==> config.mk <==
export PLATFORM = sky130hd
export DESIGN_NAME = phase_shift_scheduler
export DESIGN_NICKNAME = d
export VERILOG_FILES = /design/src/rtl/phase_shift_scheduler.sv
export SDC_FILE = /design/constraint.sdc
export NUM_CORES = 1
export LEC_CHECK = 0
export CAP_MARGIN = 20
export CORE_AREA = 3 3 85 103
export CTS_CLUSTER_DIAMETER = 120
export DETAILED_ROUTE_END_ITERATION = 8
export DIE_AREA = 0 0 88 106
export GPL_TIMING_DRIVEN = 0
export PLACE_DENSITY = 0.75
export SYNTH_ARGS = -nofsm -noshare
export SYNTH_HDL_FRONTEND = slang
export SYNTH_SLANG_ARGS = --single-unit
==> constraint.sdc <==
create_clock -name i_clk -period 2.4 [get_ports i_clk]
set_clock_uncertainty 0.2 [all_clocks]
set_input_delay 0.48 -clock i_clk [delete_from_list [all_inputs] [get_ports i_clk]]
set_output_delay 0.48 -clock i_clk [all_outputs]
set_load 0.02 [all_outputs]
==> src/rtl/phase_shift_scheduler.sv <==
// Phase shift command scheduler: queues {pll, periods} commands and hands them
// one at a time to a PLL shift processor, tracking its phasestep pulses to
// detect completion or abandonment.
module phase_shift_scheduler #(
    parameter int unsigned FIFO_DEPTH     = 4,
    parameter int unsigned TIMEOUT_CYCLES = 1023,
    parameter int unsigned GUARD_CYCLES   = 2
) (
    input  logic                          i_clk,
    input  logic                          i_rst_n,
    input  logic                          i_cmd_valid,
    input  logic                          i_cmd_pll,
    input  logic [7:0]                    i_cmd_periods,
    output logic                          o_cmd_ready,
    output logic                          o_ready,
    output logic                          o_pll_to_update,
    output logic [7:0]                    o_periods_to_process,
    input  logic                          i_phasestep,
    output logic                          o_busy,
    output logic                          o_done,
    output logic                          o_timeout,
    output logic [$clog2(FIFO_DEPTH):0]   o_fifo_level
);

    localparam int unsigned AW = $clog2(FIFO_DEPTH);
    localparam int unsigned LW = AW + 1;
    localparam int unsigned GW = $clog2(GUARD_CYCLES + 1);

    typedef struct packed {
        logic       pll;
        logic [7:0] periods;
    } cmd_t;

    typedef enum logic [2:0] {
        S_IDLE,
        S_ISSUE,
        S_WAIT,
        S_FINISH,
        S_GUARD
    } state_t;

    cmd_t           mem_q [FIFO_DEPTH];
    logic [AW-1:0]  wr_ptr_q, rd_ptr_q;
    logic [LW-1:0]  level_q, level_d;
    logic           cmd_ready_q;

    state_t         state_q, state_d;
    logic [7:0]     step_q, step_d;
    logic [15:0]    idle_q, idle_d;
    logic [GW-1:0]  guard_q, guard_d;
    logic           ph_prev_q;

    logic           pll_q;
    logic [7:0]     periods_q;
    logic           ready_q, busy_q, done_q, timeout_q;
    logic           timeout_d;

    logic           push_c, pop_c, rise_c;

    // Zero-length commands are swallowed at the door; full is judged on the current level only.
    assign push_c = i_cmd_valid && cmd_ready_q && (i_cmd_periods != 8'd0);
    assign rise_c = i_phasestep && !ph_prev_q;

    // Queue occupancy bookkeeping.
    always_comb begin
        level_d = level_q;
        unique case ({push_c, pop_c})
            2'b10:   level_d = level_q + LW'(1);
            2'b01:   level_d = level_q - LW'(1);
            default: level_d = level_q;
        endcase
    end

    // Command storage; contents need no reset since pointers define validity.
    always_ff @(posedge i_clk) begin
        if (push_c) begin
            mem_q[wr_ptr_q] <= '{pll: i_cmd_pll, periods: i_cmd_periods};
        end
    end

    // Queue pointers, level and acceptance flag.
    always_ff @(posedge i_clk) begin
        if (!i_rst_n) begin
            wr_ptr_q    <= '0;
            rd_ptr_q    <= '0;
            level_q     <= '0;
            cmd_ready_q <= 1'b1;
        end else begin
            if (push_c) wr_ptr_q <= wr_ptr_q + AW'(1);
            if (pop_c)  rd_ptr_q <= rd_ptr_q + AW'(1);
            level_q     <= level_d;
            cmd_ready_q <= (level_d < LW'(FIFO_DEPTH));
        end
    end

    // Dispatch FSM next-state logic with step, idle and guard counters.
    always_comb begin
        state_d   = state_q;
        step_d    = step_q;
        idle_d    = idle_q;
        guard_d   = guard_q;
        pop_c     = 1'b0;
        timeout_d = 1'b0;
        unique case (state_q)
            S_IDLE: begin
                if (level_q != '0) begin
                    pop_c   = 1'b1;
                    step_d  = 8'd0;
                    idle_d  = 16'd0;
                    state_d = S_ISSUE;
                end
            end
            S_ISSUE: begin
                if (rise_c) begin
                    step_d  = 8'd1;
                    idle_d  = 16'd0;
                    state_d = S_WAIT;
                end else if (idle_q == 16'(TIMEOUT_CYCLES)) begin
                    timeout_d = 1'b1;
                    guard_d   = '0;
                    state_d   = S_GUARD;
                end else begin
                    idle_d = idle_q + 16'd1;
                end
            end
            S_WAIT: begin
                if ((step_q == periods_q) && !i_phasestep) begin
                    state_d = S_FINISH;
                end else if (rise_c) begin
                    if (step_q != 8'hFF) step_d = step_q + 8'd1;
                    idle_d = 16'd0;
                end else if (idle_q == 16'(TIMEOUT_CYCLES)) begin
                    timeout_d = 1'b1;
                    guard_d   = '0;
                    state_d   = S_GUARD;
                end else begin
                    idle_d = idle_q + 16'd1;
                end
            end
            S_FINISH: begin
                guard_d = '0;
                state_d = S_GUARD;
            end
            S_GUARD: begin
                if (guard_q == GW'(GUARD_CYCLES - 1)) begin
                    state_d = S_IDLE;
                end else begin
                    guard_d = guard_q + GW'(1);
                end
            end
            default: state_d = S_IDLE;
        endcase
    end

    // FSM state, counters, edge history and registered outputs.
    always_ff @(posedge i_clk) begin
        if (!i_rst_n) begin
            state_q   <= S_IDLE;
            step_q    <= 8'd0;
            idle_q    <= 16'd0;
            guard_q   <= '0;
            ph_prev_q <= 1'b0;
            pll_q     <= 1'b0;
            periods_q <= 8'd0;
            ready_q   <= 1'b0;
            busy_q    <= 1'b0;
            done_q    <= 1'b0;
            timeout_q <= 1'b0;
        end else begin
            state_q   <= state_d;
            step_q    <= step_d;
            idle_q    <= idle_d;
            guard_q   <= guard_d;
            ph_prev_q <= i_phasestep;
            if (pop_c) begin
                pll_q     <= mem_q[rd_ptr_q].pll;
                periods_q <= mem_q[rd_ptr_q].periods;
            end
            ready_q   <= (state_d == S_ISSUE);
            busy_q    <= (state_d == S_ISSUE) || (state_d == S_WAIT) || (state_d == S_FINISH);
            done_q    <= (state_d == S_FINISH);
            timeout_q <= timeout_d;
        end
    end

    assign o_cmd_ready          = cmd_ready_q;
    assign o_ready              = ready_q;
    assign o_pll_to_update      = pll_q;
    assign o_periods_to_process = periods_q;
    assign o_busy               = busy_q;
    assign o_done               = done_q;
    assign o_timeout            = timeout_q;
    assign o_fifo_level         = level_q;

endmodule

Word level (Yosys, flattened, before mapping)
Memories as Yosys holds them, arrays and structs flattened. A register that Yosys moved wholly into a read port is not among the register bits.
Index checks and enable logic that the tools add are counted.
{"block": "op_classes", "add_sub_neg": 7, "order_cmp": 1, "n_reduce_logical": 17, "eq_ne": 19, "mux": 32}
{"operator": "$mux 16", "count": 4}
{"operator": "$pmux 16 s3", "count": 1}
{"operator": "$mux 8", "count": 5}
{"operator": "$pmux 8 s3", "count": 1}
{"operator": "$mux 3", "count": 6}
{"operator": "$add 16x1->16 const B", "count": 1}
{"operator": "$eq 16x10->1 const B", "count": 1}
{"operator": "$pmux 3 s5", "count": 1}
{"operator": "$eq 3x2->1 const B", "count": 4}
{"operator": "$ne 2x2->1 const B", "count": 6}
{"operator": "$add 8x1->8 const B", "count": 1}
{"operator": "$eq 8x8->1", "count": 1}
{"operator": "$mux 2", "count": 4}
{"operator": "$ne 8x8->1 const B", "count": 1}
{"operator": "$pmux 2 s4", "count": 1}
{"operator": "$reduce_bool 8->1", "count": 1}
{"operator": "$mux 1", "count": 7}
{"operator": "$add 2x1->2 const B", "count": 3}
{"operator": "$eq 3x1->1 const B", "count": 2}
{"operator": "$pmux 3 s2", "count": 1}
{"operator": "$reduce_and 3->1", "count": 2}
{"operator": "$reduce_and 6->1", "count": 1}
{"operator": "$reduce_bool 3->1", "count": 2}
{"operator": "$eq 2x1->1 const B", "count": 2}
{"operator": "11 further kinds", "count": 17}
{"block": "word_totals", "output_inout_bits": 17, "memories": 1, "inputBits": 13, "ram_bits": 36, "word_cells": 90, "regBits": 42}
{"name": "mem_q", "words": 4, "width": 9, "read_ports": 1, "rd_ports_with_merged_regs": 1, "write_ports": 1, "line_no": "42", "rtl": "cmd_t mem_q [FIFO_DEPTH];"}

Logic depth before layout (Yosys ltp)
{"block": "depth", "word_depth": 8, "mapped_depth": 13, "mapped_depth_nobuf": 10}

Worst setup path before layout
No wires, ideal clock.
{"block": "synth_timing", "kind": "register to register", "start": "register state_q[0]", "end": "register cmd_ready_q, in the netlist o_cmd_ready", "arrival_ns": 2.254, "stages_incl_launch_ff": 14, "path_slack_ns": -0.168, "synth_period_minus_slack_ns": 2.568, "required_ns": 2.086, "setup_ns": 0.114, "cell_sequence": "dfxtp_1 > buf_6 > or2_2 > or3_1 > buf_2 > inv_2 > buf_2 > ha_1 > fa_1 > xnor2_1 > nor2_1 > xnor2_1 > nor2_1 > inv_1"}
{"block": "synth_between", "elab_chain_len": 5, "word_cells_on_any_way": 6, "cone_classes": "order compare (1); eq/ne (2); mux (2); reduce/logical (1)"}
{"element": "start, declared", "line_no": "47", "rtl": "state_t state_q, state_d;"}
{"element": "start signal, assigned", "line_no": "170", "rtl": "state_q <= state_d;"}
{"element": "$logic_not 3->1 *", "line_no": "104", "rtl": "unique case (state_q)"}
{"element": "$mux 1 *", "line_no": "104"}
{"element": "via pop_c", "line_no": "58", "rtl": "logic push_c, pop_c, rise_c;"}
{"element": "$eq 2x1->1 or $eq 2x2->1 (tied branches)", "line_no": "67", "rtl": "unique case ({push_c, pop_c})"}
{"element": "$pmux 3 s2 *", "line_no": "67"}
{"element": "$lt 3x3->1 *", "line_no": "92", "rtl": "cmd_ready_q <= (level_d < LW'(FIFO_DEPTH));"}
{"element": "end signal, assigned", "line_no": "92"}
{"element": "end, declared", "line_no": "45", "rtl": "logic cmd_ready_q;"}
The timed path passes the listed nets; every way through them passes the cells marked *.
A chain may end at the register's enable or synchronous reset.

Final worst setup path
Ends and elaborated chain as after synthesis.

==> impl_metrics.json <==
{
  "status": "completed",
  "combPwrFrac_pct": 40.2,
  "layout-drive-gt1-share_pct": 16.0,
  "initial_core_util_pct": 50.1,
  "clockBufferDepth": 2,
  "synth_xor_area_share_pct": 6.77,
  "finalCritPeriodShare_pct": 97.9,
  "worst_pin_slew_ns": 0.788,
  "avgSynthCellArea_um2": 11.3,
  "ys_types": 60,
  "synth_top_family_by_area": "simple AND/OR/NAND/NOR gates",
  "drt-total-wl_um": 7560,
  "yosys.area_share.simple_pct": 18.6,
  "vdd_ir_drop_max_mv": 0.645,
  "synth_seq_cells": 87,
  "synth_compound_area_share_pct": 9.06,
  "endpoint_kind": "register",
  "cap_violations": 0,
  "min_path_type": "input port to register",
  "die_area_mm2": 0.00933,
  "rsz0062_at_grt": "yes",
  "grt_max_degree": 20,
  "routedWlPerCell_um": 15.6,
  "reg2reg_setup_slack_ns": 0.05,
  "slowest_delay_ns": 0.36,
  "use_met3_pct": 4.42,
  "fin_hold_ws_ns": 0.211,
  "hold_violations": 0,
  "synth_async_sr_flop_share_pct": 0,
  "fin_crit_ns": 2.35,
  "antenna_left": 0,
  "dr.first_iter.drc_count": 95,
  "dp_hpwl_um": 5290,
  "clock_sinks": 87,
  "drc": 0,
  "synth_edf_count": 36,
  "relSlewSlack_pct": 47.5,
  "p_sw_share_pct": 37.6,
  "core-area_mm2": 0.00775,
  "p_switching_uw": 1860,
  "p_int_uw": 3090,
  "critical_path_required_ns": 2.46,
  "cts_tree": "yes",
  "drt_first_pass_iters": 4,
  "die_h_um": 106,
  "dp.cells": 465,
  "path_cells": "buf_6 > or2_4 > or3_4 > inv_4 > buf_8 > ha_4 > fa_1 > xnor2_1 > nor2_1 > xnor2_1 > nor2_1 > inv_1",
  "grt.busiest_layer": "met2",
  "grt-ovfl-total": 0,
  "antennaDiodeCount": 0,
  "setup-tns-final_ns": 0,
  "synthCells": 344,
  "worstPathArrival_ns": 2.41,
  "setup_viol": 0,
  "yosysSeqAreaShare_pct": 54.1,
  "synth_nets": 366,
  "start_kind": "register",
  "finalCoreUtilization_pct": 59.5,
  "clkPwrFrac_pct": 20.8,
  "power_leakage_uw": 0.00165,
  "num_rows": 35,
  "antenna_found_initial": 0,
  "met2_usage_pct": 28.8,
  "grt_usage_pct": 17.6,
  "cts-root-buf": "clkbuf_8",
  "power.share.sequential_pct": 39.0,
  "p_per_area_mw_per_mm2": 1070,
  "synth-main-ff-cell": "dfxtp_1",
  "crit_type": "register to register",
  "syn_to_final_growth_pct": 18.8,
  "max_freq_mhz": 426,
  "synthMuxAreaShare_pct": 5.74,
  "gp_congestion": 0.873,
  "first_global_vias": 2671,
  "slew_violations": 0,
  "clk_pin_slew_ns": 0.10,
  "routed-via-count": 2693,
  "synth_adder_area_share_pct": 3.09,
  "crit_path_max_fanout": 9,
  "cts_buffers": 9,
  "clk-insertion-delay-late_ns": 0.37,
  "nNetsFinal": 411,
  "grt_pass1_wl_um": 12700,
  "viasPerCell": 5.54,
  "ios": 30,
  "synth_warnings": 0,
  "fin_cells": 486,
  "synthesis.area_mm2": 0.00388,
  "met1_usage_pct": 21.9,
  "cp_slowest_cell": "or3_4",
  "die_x_um": 88,
  "io_buffers": 29,
  "h-tree-depth": 3
}
area by class of cell:
class / count / area [µm²]
fillers: 640 / 3140
flip-flops and latches: 87 / 2110
multi-input cells: 234 / 1740
repair buffers: 35 / 344
clock buffers: 9 / 124
well taps: 92 / 115
clock inverters: 7 / 76.3
plain buffers: 10 / 65.1
inverters: 12 / 47.5
final timing paths:
| check | to | from | cells after the start |
|---|---|---|---|
| max | o_cmd_ready | state_q[0] | 12 |
| min | mem_q[2][2] | i_cmd_periods[2] | 1 |
| max reg2reg | o_cmd_ready | state_q[0] | 12 |
| min reg2reg | o_pll_to_update | o_pll_to_update | 2 |
critical path: cells and delay by family (launching register included):
family / cells / cell delay, ns
XOR/XNOR: 2 / 0.24
adder cells (fa/ha/maj): 2 / 0.30
buffers and inverters: 4 / 0.37
flip-flops: 1 / 0.33
AND/OR/NAND/NOR: 4 / 0.80
metrics by stage:
step	power, µW	worst slack [ns]	instance area [µm²]
5_1_grt	5250	-0.0692	4610
2_1_floorplan	3280	0.0380	3920
3_3_place_gp	3800	-0.786	4320
3_5_place_dp	3850	-0.813	4320
4_1_cts	4910	0.00588	4550
6_report	4950	0.0504	4610
sequential cells by signal, indices dropped and copies added, names as in the netlist, 3 cells and up:
signal,count
idle_q,16
mem_q,36
o_fifo_level,3
o_periods_to_process,8
state_q,3
step_q,8
cell usage after synthesis (2+ instances only):
cell type,n,share of area [%]
a21boi_0,8,1.5
a21oi_1,11,1.4
a31oi_1,2,0.32
and2_1,9,1.5
and3_1,7,1.1
and4_1,4,0.90
buf_2,4,0.52
clkbuf_1,4,0.39
dfxtp_1,51,26
edfxtp_1,36,28
ha_1,8,2.6
inv_1,10,0.97
mux2i_1,2,0.52
mux4_2,9,5.2
nand2_1,37,3.6
nand2_2,2,0.32
nand2b_1,2,0.32
nand3_1,11,1.4
nand4_1,14,2.3
nor2_1,30,2.9
nor2b_1,2,0.32
nor3_1,3,0.39
nor4_1,3,0.48
o21a_1,2,0.39
o21ai_0,6,0.77
o41ai_1,3,0.68
or3_1,3,0.48
xnor2_1,13,2.9
xor2_1,17,3.8
cell families after synthesis:
group | count (synthesis)
mux | 11
buf+inv | 23
compound gates | 46
xor+xnor | 30
simple gates | 138
fa+ha+maj | 9
flops | 87
metal layers:
| metal | vias up | share of wire (%) | wire, µm |
|---|---|---|---|
| met4 | 0 | 1.8 | 133 |
| li1 | 1328 | - | - |
| met2 | 48 | 51 | 3880 |
| met3 | 13 | 3.3 | 252 |
| met5 | - | 0 | 0 |
| met1 | 1304 | 44 | 3290 |
power groups by stage:
| stage | registers, µW | logic (µW) | clock network [µW] |
|---|---|---|---|
| 5_1_grt | 1960 | 2190 | 1110 |
| 2_1_floorplan | 2040 | 1240 | 0 |
| 4_1_cts | 1930 | 1940 | 1050 |
| 3_3_place_gp | 1950 | 1850 | 0 |
| 6_report | 1930 | 1990 | 1030 |
| 3_5_place_dp | 1960 | 1890 | 0 |
layout by cell type (no fill, tap or decap), types with 3 or more instances in the layout:
cell             synthesis  routed
inv_1                   10      10
inv_8                    0       3
clkdlybuf4s50_1          0      21
nand2_1                 37      37
ha_1                     8       6
clkbuf_8                 0       9
dfxtp_2                  0       3
buf_4                    0       8
o21ai_0                  6       6
dlygate4sd2_1            0       3
dlymetal6s2s_1           0       5
mux4_2                   9       9
edfxtp_1                36      36
a21boi_0                 8       8
a21oi_1                 11      10
o41ai_1                  3       3
xor2_1                  17      17
inv_6                    0       3
clkbuf_1                 4       4
nand4_1                 14      14
xnor2_1                 13      13
nand3_1                 11      11
dfxtp_1                 51      48
and2_1                   9       9
nor2_1                  30      30
and3_1                   7       7
and4_1                   4       4
repair_timing:
action                                  CTS  global route
hold buffers                              0             0
cloned                                    0             0
buffers inserted                          3             3
endpoints found under the setup margin    3            15
gates resized for setup                   8            14
pin swaps                                 3             6
endpoints found under the hold margin     0             0
Power figures use the tool's default switching activity.
